File: config.mk
export PLATFORM = sky130hd
export DESIGN_NAME = mem_bus_arbiter_flat
export DESIGN_NICKNAME = d
export VERILOG_FILES = /design/src/rtl/mem_bus_arbiter_if.sv /design/src/rtl/mem_bus_arbiter.sv /design/src/flat_wrapper.sv
export SDC_FILE = /design/constraint.sdc
export NUM_CORES = 1
export LEC_CHECK = 0
export CAP_MARGIN = 20
export CORE_AREA = 2 2 185 187
export CTS_BUF_LIST = sky130_fd_sc_hd__clkbuf_8
export DETAILED_ROUTE_END_ITERATION = 8
export DIE_AREA = 0 0 187 189
export GPL_TIMING_DRIVEN = 1
export PLACE_DENSITY = 0.44
export SLEW_MARGIN = 15
export SYNTH_ARGS = -nofsm -noshare
export SYNTH_HDL_FRONTEND = slang
export SYNTH_SLANG_ARGS = --single-unit
File: constraint.sdc
create_clock -name clk -period 2.15 [get_ports clk]
set_input_delay 0.43 -clock clk [delete_from_list [all_inputs] [get_ports clk]]
set_output_delay 0.43 -clock clk [all_outputs]
set_load 0.05 [all_outputs]
File: src/rtl/mem_bus_arbiter_if.sv
// One request/response bus channel between a cache-side requester and the
// memory side.
//   master: drives reqcyc/req/reqtag/respack, receives reqack/respcyc/resp/resptag
//   slave : the mirror image (the arbiter is slave to each cache and master to DRAM)
interface mem_bus_arbiter_if #(
  parameter int unsigned BUS_DATA_WIDTH = 64,
  parameter int unsigned BUS_TAG_WIDTH  = 13
);
  logic                      reqcyc;
  logic                      reqack;
  logic [BUS_DATA_WIDTH-1:0] req;
  logic [BUS_TAG_WIDTH-1:0]  reqtag;
  logic                      respcyc;
  logic                      respack;
  logic [BUS_DATA_WIDTH-1:0] resp;
  logic [BUS_TAG_WIDTH-1:0]  resptag;

  modport master (
    output reqcyc, req, reqtag, respack,
    input  reqack, respcyc, resp, resptag
  );

  modport slave (
    input  reqcyc, req, reqtag, respack,
    output reqack, respcyc, resp, resptag
  );
endinterface

File: src/rtl/mem_bus_arbiter.sv
// Two-requester round-robin arbiter in front of a single DRAM bus.
// A granted requester owns the bus for one whole transaction: a header beat
// (address + tag), then 8 write-data beats or 8 read-response beats.
// Ports:
//   clk    - clock, all state changes on posedge
//   reset  - synchronous active-high reset
//   s0     - instruction cache channel (slave side)
//   s1     - data cache channel (slave side)
//   m_bus  - DRAM channel (master side)
// Routing between the granted requester and DRAM is combinational.
module mem_bus_arbiter #(
  parameter int unsigned BUS_DATA_WIDTH = 64,
  parameter int unsigned BUS_TAG_WIDTH  = 13
) (
  input  logic              clk,
  input  logic              reset,
  mem_bus_arbiter_if.slave  s0,
  mem_bus_arbiter_if.slave  s1,
  mem_bus_arbiter_if.master m_bus
);

  localparam int unsigned CNT_W  = 3;
  // Read/write flag is the tag MSB (bit 12 at the default width)
  localparam int unsigned RD_BIT = BUS_TAG_WIDTH - 1;
  localparam logic [CNT_W-1:0] LAST_BEAT = CNT_W'(7);

  localparam logic [1:0] IDLE  = 2'd0;
  localparam logic [1:0] HDR   = 2'd1;
  localparam logic [1:0] WDATA = 2'd2;
  localparam logic [1:0] RDATA = 2'd3;

  logic [1:0]                state_q, state_d;
  logic                      g_q, g_d;
  logic                      lp_q, lp_d;
  logic [CNT_W-1:0]          cnt_q, cnt_d;

  logic                      sg_reqcyc;
  logic                      sg_respack;
  logic [BUS_DATA_WIDTH-1:0] sg_req;
  logic [BUS_TAG_WIDTH-1:0]  sg_reqtag;

  // Granted requester's outbound signals
  assign sg_reqcyc  = g_q ? s1.reqcyc  : s0.reqcyc;
  assign sg_req     = g_q ? s1.req     : s0.req;
  assign sg_reqtag  = g_q ? s1.reqtag  : s0.reqtag;
  assign sg_respack = g_q ? s1.respack : s0.respack;

  // State register; lp resets to 1 so s0 wins the first tie
  always_ff @(posedge clk) begin
    if (reset) begin
      state_q <= IDLE;
      g_q     <= 1'b0;
      lp_q    <= 1'b1;
      cnt_q   <= '0;
    end else begin
      state_q <= state_d;
      g_q     <= g_d;
      lp_q    <= lp_d;
      cnt_q   <= cnt_d;
    end
  end

  // Next state and bus routing
  always_comb begin
    state_d       = state_q;
    g_d           = g_q;
    lp_d          = lp_q;
    cnt_d         = cnt_q;
    m_bus.reqcyc  = 1'b0;
    m_bus.req     = '0;
    m_bus.reqtag  = '0;
    m_bus.respack = 1'b0;
    s0.reqack     = 1'b0;
    s0.respcyc    = 1'b0;
    s0.resp       = '0;
    s0.resptag    = '0;
    s1.reqack     = 1'b0;
    s1.respcyc    = 1'b0;
    s1.resp       = '0;
    s1.resptag    = '0;

    case (state_q)
      IDLE: begin
        if (s0.reqcyc || s1.reqcyc) begin
          // On a tie, serve whoever was not served last
          g_d     = (s0.reqcyc && s1.reqcyc) ? ~lp_q : s1.reqcyc;
          state_d = HDR;
        end
      end

      HDR, WDATA: begin
        m_bus.reqcyc = sg_reqcyc;
        m_bus.req    = sg_req;
        m_bus.reqtag = sg_reqtag;
        if (g_q) s1.reqack = m_bus.reqack;
        else     s0.reqack = m_bus.reqack;
        if (sg_reqcyc && m_bus.reqack) begin
          if (state_q == HDR) begin
            state_d = sg_reqtag[RD_BIT] ? RDATA : WDATA;
            cnt_d   = '0;
          end else if (cnt_q == LAST_BEAT) begin
            state_d = IDLE;
            lp_d    = g_q;
            cnt_d   = '0;
          end else begin
            cnt_d = cnt_q + CNT_W'(1);
          end
        end
      end

      RDATA: begin
        m_bus.respack = sg_respack;
        if (g_q) begin
          s1.respcyc = m_bus.respcyc;
          s1.resp    = m_bus.resp;
          s1.resptag = m_bus.resptag;
        end else begin
          s0.respcyc = m_bus.respcyc;
          s0.resp    = m_bus.resp;
          s0.resptag = m_bus.resptag;
        end
        if (m_bus.respcyc && sg_respack) begin
          if (cnt_q == LAST_BEAT) begin
            state_d = IDLE;
            lp_d    = g_q;
            cnt_d   = '0;
          end else begin
            cnt_d = cnt_q + CNT_W'(1);
          end
        end
      end

      default: state_d = IDLE;
    endcase
  end

endmodule
File: src/flat_wrapper.sv
// flat-port wrapper written by rule: the top's interface ports become plain ports
module mem_bus_arbiter_flat 
#(
  parameter int unsigned BUS_DATA_WIDTH = 64,
  parameter int unsigned BUS_TAG_WIDTH  = 13
)
  (clk, reset, s0_reqcyc, s0_req, s0_reqtag, s0_respack, s0_reqack, s0_respcyc, s0_resp, s0_resptag, s1_reqcyc, s1_req, s1_reqtag, s1_respack, s1_reqack, s1_respcyc, s1_resp, s1_resptag, m_bus_reqcyc, m_bus_req, m_bus_reqtag, m_bus_respack, m_bus_reqack, m_bus_respcyc, m_bus_resp, m_bus_resptag);
  mem_bus_arbiter_if #(.BUS_DATA_WIDTH(BUS_DATA_WIDTH), .BUS_TAG_WIDTH(BUS_TAG_WIDTH)) s0_i ();
  mem_bus_arbiter_if #(.BUS_DATA_WIDTH(BUS_DATA_WIDTH), .BUS_TAG_WIDTH(BUS_TAG_WIDTH)) s1_i ();
  mem_bus_arbiter_if #(.BUS_DATA_WIDTH(BUS_DATA_WIDTH), .BUS_TAG_WIDTH(BUS_TAG_WIDTH)) m_bus_i ();
  input  logic clk;
  input  logic reset;
  input wire logic [$bits(s0_i.reqcyc)-1:0] s0_reqcyc;
  input wire logic [$bits(s0_i.req)-1:0] s0_req;
  input wire logic [$bits(s0_i.reqtag)-1:0] s0_reqtag;
  input wire logic [$bits(s0_i.respack)-1:0] s0_respack;
  output wire logic [$bits(s0_i.reqack)-1:0] s0_reqack;
  output wire logic [$bits(s0_i.respcyc)-1:0] s0_respcyc;
  output wire logic [$bits(s0_i.resp)-1:0] s0_resp;
  output wire logic [$bits(s0_i.resptag)-1:0] s0_resptag;
  input wire logic [$bits(s1_i.reqcyc)-1:0] s1_reqcyc;
  input wire logic [$bits(s1_i.req)-1:0] s1_req;
  input wire logic [$bits(s1_i.reqtag)-1:0] s1_reqtag;
  input wire logic [$bits(s1_i.respack)-1:0] s1_respack;
  output wire logic [$bits(s1_i.reqack)-1:0] s1_reqack;
  output wire logic [$bits(s1_i.respcyc)-1:0] s1_respcyc;
  output wire logic [$bits(s1_i.resp)-1:0] s1_resp;
  output wire logic [$bits(s1_i.resptag)-1:0] s1_resptag;
  output wire logic [$bits(m_bus_i.reqcyc)-1:0] m_bus_reqcyc;
  output wire logic [$bits(m_bus_i.req)-1:0] m_bus_req;
  output wire logic [$bits(m_bus_i.reqtag)-1:0] m_bus_reqtag;
  output wire logic [$bits(m_bus_i.respack)-1:0] m_bus_respack;
  input wire logic [$bits(m_bus_i.reqack)-1:0] m_bus_reqack;
  input wire logic [$bits(m_bus_i.respcyc)-1:0] m_bus_respcyc;
  input wire logic [$bits(m_bus_i.resp)-1:0] m_bus_resp;
  input wire logic [$bits(m_bus_i.resptag)-1:0] m_bus_resptag;
  assign s0_i.reqcyc = s0_reqcyc;
  assign s0_i.req = s0_req;
  assign s0_i.reqtag = s0_reqtag;
  assign s0_i.respack = s0_respack;
  assign s0_reqack = s0_i.reqack;
  assign s0_respcyc = s0_i.respcyc;
  assign s0_resp = s0_i.resp;
  assign s0_resptag = s0_i.resptag;
  assign s1_i.reqcyc = s1_reqcyc;
  assign s1_i.req = s1_req;
  assign s1_i.reqtag = s1_reqtag;
  assign s1_i.respack = s1_respack;
  assign s1_reqack = s1_i.reqack;
  assign s1_respcyc = s1_i.respcyc;
  assign s1_resp = s1_i.resp;
  assign s1_resptag = s1_i.resptag;
  assign m_bus_reqcyc = m_bus_i.reqcyc;
  assign m_bus_req = m_bus_i.req;
  assign m_bus_reqtag = m_bus_i.reqtag;
  assign m_bus_respack = m_bus_i.respack;
  assign m_bus_i.reqack = m_bus_reqack;
  assign m_bus_i.respcyc = m_bus_respcyc;
  assign m_bus_i.resp = m_bus_resp;
  assign m_bus_i.resptag = m_bus_resptag;
  mem_bus_arbiter #(.BUS_DATA_WIDTH(BUS_DATA_WIDTH), .BUS_TAG_WIDTH(BUS_TAG_WIDTH)) u_core (.clk(clk), .reset(reset), .s0(s0_i), .s1(s1_i), .m_bus(m_bus_i));
endmodule
==> results.txt, run 1 <==
----------------------------------------------------
[Status]
  Outcome ... finished, final reports clean

[Place]
  Standard cell area after detailed placement ... around 11000 sq um
  Cells after DPL ... approximately 1300
  Routability congestion estimate ... between 0.8 and 0.9
  Detailed Place HPWL ... around 22000 microns
  Setup slack after placement ... 123 ps
  Input/output buffers ... between 400 and 500

[Setup path]
  Total buffers and inverters traversed by the critical path ... 3
  Cell with the largest stage delay on the worst path ... dfxtp_1
  Cell class contributing the biggest share of worst-path delay ... buffers and inverters
  Launching element type of the critical path ... flop
  WP data arrival ... 1660 ps
  Crit Reg-Reg Endpoint ... u_core.lp_q
  Worst setup path start ... u_core.state_q[1]
  Register-to-register setup slack ... ~290 ps
  Critical Path, Cell by Cell ... ha_2 > nor2b_4 > buf_12 > buf_8 > and2_1 > buf_12
  Data required, critical path ... 1720 ps
  Maximum single-stage delay on the critical path ... between 300 and 400 ps
  Most common cell on crit path ... buf_12
  R2R cell count ... 7
  Setup CP Type ... flop to output pin
  Maximum fanout encountered on the critical timing path ... 19
  Critical path endpoint category ... output pin
  Worst r2r src ... u_core.state_q[1]

[Logic synthesis]
  Xor and xnor fraction of the mapped netlist area ... 0
  Biggest area consumer among synthesized cells ... mux2i_1
  Sequential cell area fraction in the yosys report ... 0.0476
  Netlist Area Pre-Place ... ~2900 sq um
  Dominant cell by count in the synthesized netlist ... nor2b_1
  Largest cells by area after synthesis ... mux2i_1 27%, nor2b_1 17%, and3_1 17%
  Flip-flop cell with the highest count after synthesis ... dfxtp_1
  Async set-reset flop share out of synthesis ... 0
  Combinational family with the most area after synthesis ... simple AND/OR/NAND/NOR gates
  Synthesized netlist net count ... between 600 and 700
  Mux contribution to synthesized area ... 0.273
  Simple-gate area share of the yosys netlist ... 0.540
  Number of standard cells after synthesis ... 418
  Count of synthesis-stage warnings from yosys ... 0
  Fraction of the mapped netlist area in adder cells ... 0.0298
  Most frequent cells after synthesis ... 82 x nor2b_1, 80 x and3_1, 79 x mux2i_1, 78 x and2_1, 34 x clkbuf_1
  Compound-Gate Fraction of Synth Area ... 0.0429
  Count of flip-flops with a built-in enable after synthesis ... 0
  Synth Register Bits ... 7
  Number of different library cells in the post-synthesis netlist ... 29
  Share of the synthesized area in the top cell type ... 0.269
  Avg Cell Area, Syn ... about 7 sq um

[Power]
  Fraction of power spent switching nets ... 0.497
  Power per cell area ... between 800 and 900 nW/um^2
  Net switching power of the design ... around 4.6 mW
  Power share of the sequential group ... 0.022
  Cell Int Power ... between 4 and 5 mW
  Proportion of power drawn by combinational gates ... 0.958
  Leakage power ... between 4 and 5 nW
  Clock group share of total power ... 0.020
  Total Power ... around 9.2 mW
  Worst-case vdd ir drop ... roughly 0.00091 V

[Timing]
  Worst slew margin relative to its limit ... 0.759
  Max-slew violation total from the final report ... 0
  Final Critical Period ... around 2100 ps
  Max Fclk ... approximately 480 MHz
  Setup violators final ... 0
  Largest clock skew in the final design ... approximately 1.4 ps
  Worst-margin pin slew ... around 350 ps
  Hold violation total from the final report ... 0
  Summed negative setup slack over all endpoints ... 0 ps
  RSZ-0062 raised after global routing ... true
  Worst Setup Slack, final ... roughly 64 ps
  Period utilization ... 0.970

[Finish]
  Post-route cell area ... 11200 sq um
  Fraction of layout cells with a size suffix above 1 ... 0.409
  Final cell count without fillers ... around 1300
  N_diodes ... 0
  Synth-to-layout area growth ... 281%
  Number of nets in the layout ... 1129

[CTS]
  Latest clock arrival within the worst-skew pair ... around 230 ps
  Max H-tree Level ... 1
  Cts bufs inserted ... 3
  Clock tree buffer depth ... 2
  Clock sink count ... 7
  Root cell of the clock tree ... clkbuf_8
  Clock-pin slew of the registers on the worst-case setup and hold paths ... about 40 ps
  TritonCTS clock tree ... built

[Route]
  Wire length on met3 ... roughly 2800 microns
  Avg WL per Cell ... roughly 20 microns
  Sum of routed wire length over all layers ... roughly 26000 microns
  Number of design-rule violations left by the first detailed-router iteration ... ~110
  Number of nets with antenna violations after routing ... 0
  Number of vias after detailed routing ... roughly 4900
  Via density per instance ... approximately 3.7
  Met2 routed WL ... approximately 13000 microns
  Post-route met1 wirelength ... ~10000 microns
  Top metal layer carrying routed signals ... met5
  Post-route DRC violation count ... 0
  Detailed Routing Iterations Pass 1 ... 4

[Floorplanning]
  Initial Util ... 0.0884
  Die width ... roughly 190 microns
  Die extent in y ... approximately 190 microns
  Core ar. ... roughly 33000 sq um
  Cell row count ... 67
  Area of the die ... roughly 35000 sq um
  I/O pin cnt ... 476

[GRT]
  Global route total overflow ... 0
  Vias in the first global route ... 5089
  Global-route wire length before repair ... between 30000 and 40000 microns
  Overall routing resource usage ... 0.139
  Largest net degree at the start of global routing ... between 70 and 80
  Number of antenna violations at the first check in global routing ... 2

[Hold path]
  Startpoint of the tightest hold check path ... u_core.cnt_q[1]
  Sink of the worst hold path ... u_core.cnt_q[1]
  Min-Delay Path Class ... flop to flop
  Worst hold path cell count ... 2

[Flow run]
  Max capacitance violation total ... 0

----------------------------------------------------
worst register-to-register path: cells and delay by family (launching register included):
family                     cells  cell delay [ps]
adders and majority gates      1              380
DFF                            1              350
AOI/OAI and AO/OA              1              340
buffers and inverters          2              290
and+or+nand+nor                2              240
muxes                          1              140
flip-flops by register name, indices dropped and copies added, names as in the netlist:
name and cells:
u_core.cnt_q 3, u_core.g_q 1, u_core.lp_q 1, u_core.state_q 2
placed cells by master, fill, tap and decap left out, types with 2 or more instances in the layout:
cell type	instances
buf_12	240
o21ai_0	3
o21bai_1	2
clkdlybuf4s50_1	238
buf_16	2
nor2b_2	68
dfxtp_1	5
and2_4	2
and3_1	79
nand4_1	3
bufbuf_16	2
ha_1	5
nand3_1	2
mux2i_2	2
nor2b_4	11
clkbuf_8	3
buf_6	3
inv_1	4
nor2_1	6
nand2_1	5
mux2i_1	78
clkbuf_16	3
buf_4	16
a21oi_1	4
nor2b_1	3
and2_1	76
power by group through the flow:
stage	logic (mW)	registers, mW	clock network [mW]
2_1_floorplan	4.25	0.181	0
3_3_place_gp	8.55	0.203	0
3_5_place_dp	8.55	0.205	0
4_1_cts	8.68	0.210	0.185
5_1_grt	9.26	0.206	0.192
6_report	8.85	0.201	0.184
through the flow:
stage / hold WS, ps / utilization
finish: 479 / 0.337
global route: 521 / 0.337
CTS: 484 / 0.331
detailed placement: 478 / 0.327
global placement: 470 / 0.327
floorplan: 453 / -
per-layer routing:
layer / GRT usage / vias up
met3: 0.0573 / 16
met2: 0.250 / 303
met5: 0 / -
met4: 0.0220 / 4
li1: - / 2350
met1: 0.157 / 2194
area by class of cell:
type,count,area [sq um]
flip-flops and latches,7,145
multi-input cells,363,2890
repair buffers,505,7550
well taps,448,561
clock inverters,1,3.75
clock buffers,3,41.3
fillers,3403,22100
inverters,3,11.3
timing repair:
action                     in CTS  in global routing
hold buffers                    0                  0
resized for setup               6                 15
setup buffers                   0                  4
pin swaps                       0                  1
setup endpoints to repair      79                140
gates cloned                    2                  4
kinds of logic (layout without fill, tap and decap cells):
group,Yosys count,count (layout)
simple gates,259,259
mux,80,80
compound gates,17,17
fa+ha+maj,7,7
flops,7,7
buf+inv,48,512
how the worst max path moves through the flow:
stage                  endpoint  slack (ps)  cells after the start
2_1_floorplan  m_bus_reqtag[10]         -60                      5
4_1_cts           m_bus_req[27]          -3                      5
5_1_grt        m_bus_reqtag[11]         -20                      5
6_report         s0_resptag[12]          60                      6
3_5_place_dp        u_core.lp_q         120                      7
3_3_place_gp       m_bus_req[8]         130                      5
No activity file was read; power rests on OpenSTA's default activity.
==> run 2, diff against run 1 <==
--- a/config.mk
+++ b/config.mk
@@ -12,7 +12,7 @@
 export DIE_AREA = 0 0 187 189
 export GPL_TIMING_DRIVEN = 1
 export PLACE_DENSITY = 0.44
-export SLEW_MARGIN = 15
+export SLEW_MARGIN = 20
 export SYNTH_ARGS = -nofsm -noshare
 export SYNTH_HDL_FRONTEND = slang
 export SYNTH_SLANG_ARGS = --single-unit
==> results of run 2 <==
The final DEF is identical to that of run 1; final timing and power are the same.
==> run 3, diff against run 2 <==
--- a/config.mk
+++ b/config.mk
@@ -6,12 +6,12 @@
 export NUM_CORES = 1
 export LEC_CHECK = 0
 export CAP_MARGIN = 20
-export CORE_AREA = 2 2 185 187
+export CORE_AREA = 2 2 183 185
 export CTS_BUF_LIST = sky130_fd_sc_hd__clkbuf_8
 export DETAILED_ROUTE_END_ITERATION = 8
-export DIE_AREA = 0 0 187 189
+export DIE_AREA = 0 0 185 187
 export GPL_TIMING_DRIVEN = 1
-export PLACE_DENSITY = 0.44
+export PLACE_DENSITY = 0.46
 export SLEW_MARGIN = 20
 export SYNTH_ARGS = -nofsm -noshare
 export SYNTH_HDL_FRONTEND = slang
==> constraint.sdc (replaced) <==
create_clock -name clk -period 1.71 [get_ports clk]
set_input_delay 0.342 -clock clk [delete_from_list [all_inputs] [get_ports clk]]
set_output_delay 0.342 -clock clk [all_outputs]
set_load 0.05 [all_outputs]
==> run 3 against run 2 <==
The run now ends with negative setup slack left. Final cell count increased by 4.4%. Highest routed layer is now met4. Critical path type unchanged. Combinational power increased by 50%. Hold slack improved by 21 ps.
==> results.txt, run 3 (same netlist as run 1, synthesis figures left out) <==
----------------------------------------------------
[Status]
  Outcome ... finished with violations
  Violations in the final reports ... negative setup slack

[Setup path]
  Setup CP Type ... flop to output pin
  Critical path endpoint category ... output pin
  Maximum single-stage delay on the critical path ... 370 ps
  Cell class contributing the biggest share of worst-path delay ... buffers and inverters
  WP data arrival ... roughly 1600 ps
  Register-to-register setup slack ... -70 ps
  Total buffers and inverters traversed by the critical path ... 4
  Data required, critical path ... 1370 ps
  Most common cell on crit path ... buf_12
  Cell with the largest stage delay on the worst path ... dfxtp_4
  Critical Path, Cell by Cell ... inv_4 > ha_4 > buf_12 > buf_12 > nor2b_4 > buf_12
  Maximum fanout encountered on the critical timing path ... 8
  Launching element type of the critical path ... flop

[Floorplanning]
  Core ar. ... between 30000 and 40000 sq um
  Area of the die ... 34600 sq um
  Die width ... between 150 and 200 microns
  Die extent in y ... about 190 microns
  Initial Util ... 0.0896
  I/O pin cnt ... roughly 480
  Cell row count ... 67

[Route]
  Number of vias after detailed routing ... approximately 5000
  Detailed Routing Iterations Pass 1 ... 4
  Avg WL per Cell ... 17.2 microns
  Via density per instance ... 3.60
  Post-route DRC violation count ... 0
  Sum of routed wire length over all layers ... approximately 24000 microns
  Number of design-rule violations left by the first detailed-router iteration ... between 80 and 90
  Number of nets with antenna violations after routing ... 0

[CTS]
  Clock tree buffer depth ... 2
  Latest clock arrival within the worst-skew pair ... 230 ps
  Root cell of the clock tree ... clkbuf_8
  Max H-tree Level ... 1
  Cts bufs inserted ... 3
  Hold buffers post-CTS ... 0
  TritonCTS clock tree ... built
  Clock sink count ... 7
  Clock-pin slew of the registers on the worst-case setup and hold paths ... around 40 ps

[GRT]
  Met1 demand-to-capacity share in global routing ... 0.142
  Number of antenna violations at the first check in global routing ... 0
  Overall routing resource usage ... 0.121
  Global-route wire length before repair ... roughly 32000 microns
  Global-route met2 utilization ... 0.235
  Largest net degree at the start of global routing ... 32
  Met3 usage ... 0.0195
  Global-route layer with the greatest usage ... met2
  Vias in the first global route ... 4966
  Global route total overflow ... 0

[Timing]
  Worst hold slack after final layout ... 500 ps
  RSZ-0062 raised after global routing ... true
  Worst slew margin relative to its limit ... 0.785
  Hold violation total from the final report ... 0
  Max-slew violation total from the final report ... 0
  Setup violators final ... 241
  Worst Setup Slack, final ... -199 ps
  Final Critical Period ... around 1900 ps
  Max Fclk ... roughly 520 MHz
  Worst-margin pin slew ... around 310 ps
  Period utilization ... 1.12
  Largest clock skew in the final design ... 2.36 ps

[Flow run]
  Max capacitance violation total ... 0

[Place]
  Setup slack after placement ... -72.9 ps
  Detailed Place HPWL ... ~19000 microns
  Input/output buffers ... 475
  Routability congestion estimate ... between 0.7 and 0.8

[Finish]
  N_diodes ... 0
  Highest-count cells in the layout ignoring fill and taps ... 259 x buf_12, 238 x clkdlybuf4s50_1, 81 x nor2b_4
  Synth-to-layout area growth ... 332%
  Largest registers ranked by flip-flop count ... u_core.cnt_q: 3 flops, u_core.state_q: 2 flops
  Top reg by flops ... u_core.cnt_q
  Fraction of layout cells with a size suffix above 1 ... 0.620
  Number of nets in the layout ... roughly 1200
  Max FFs per register ... 3
  Fillers ... about 3200
  Most common cell after layout, fill and taps aside ... buf_12

[Power]
  Power per cell area ... around 1100 nW/um^2
  Worst-case vdd ir drop ... 0.000624 V
  Leakage power ... 5.14 nW

[Hold path]
  Min-Delay Path Class ... flop to flop

----------------------------------------------------
-- run 3: changes by cell type in the layout (fill, tap and decap cells not counted), moves of 4 or more --
| cell | change |
|---|---|
| and3_1 | -78 |
| buf_4 | +31 |
| and3_4 | +12 |
| mux2i_1 | -4 |
| and2_1 | -76 |
| buf_12 | +19 |
| clkbuf_16 | +8 |
| and3_2 | +66 |
| and2_4 | +75 |
| nor2b_2 | -68 |
| nor2b_4 | +70 |
-- run 3: final timing paths --
path	endpoint	cells past startpoint	start
min	u_core.cnt_q[1]	2	u_core.cnt_q[1]
max	m_bus_req[13]	6	u_core.state_q[1]
min reg2reg	u_core.cnt_q[1]	2	u_core.cnt_q[1]
max reg2reg	u_core.cnt_q[2]	9	u_core.state_q[1]
-- run 3: power breakdown --
part	leakage, nW	internal [mW]	total [mW]	switching (mW)
logic	5.06	7.11	13.3	6.15
registers	0.0592	0.215	0.269	0.0534
clock network	0.0269	0.155	0.229	0.0736
total	5.14	7.48	13.8	6.28
-- run 3: worst min-delay path, delay by kind of cell (launching register included) --
family | cells | cell delay, ps
flops | 1 | 310
compound gates | 2 | 140
-- run 3: area by class of cell --
type                    instances  area, sq um  area share
inverters                       3         16.3     0.00128
clock inverters                 1         3.75    0.000295
well taps                     448          561      0.0441
multi-input cells             363         3620       0.285
clock buffers                   3         41.3     0.00325
flip-flops and latches          7          151      0.0119
repair buffers                563         8310       0.654
-- run 3: what timing repair did --
action	in CTS	in global routing
gates cloned	2	15
gates resized for setup	11	78
setup buffers	4	11
setup endpoints to repair	239	243
pin swaps	1	49
-- run 3: stage by stage --
| step | instances | utilization | setup TNS (ps) | instance area, sq um | power [mW] |
|---|---|---|---|---|---|
| 6_report | 1388 | 0.387 | -33490 | 12700 | 13.8 |
| 5_1_grt | 1388 | 0.387 | -49160 | 12700 | 14.3 |
| 4_1_cts | 1363 | 0.369 | -40950 | 12100 | 13.0 |
| 3_5_place_dp | 1353 | 0.364 | -343 | 12000 | 12.5 |
| 3_3_place_gp | 1353 | 0.364 | -239 | 12000 | 12.4 |
| 2_1_floorplan | 418 | - | -806 | 3900 | 6.86 |
-- run 3: per-layer routing --
| metal | part of all wire | wire length, microns |
|---|---|---|
| met3 | 0.052 | 1230 |
| met5 | 0 | 0 |
| met2 | 0.56 | 13200 |
| met1 | 0.39 | 9230 |
| met4 | 0.0065 | 156 |
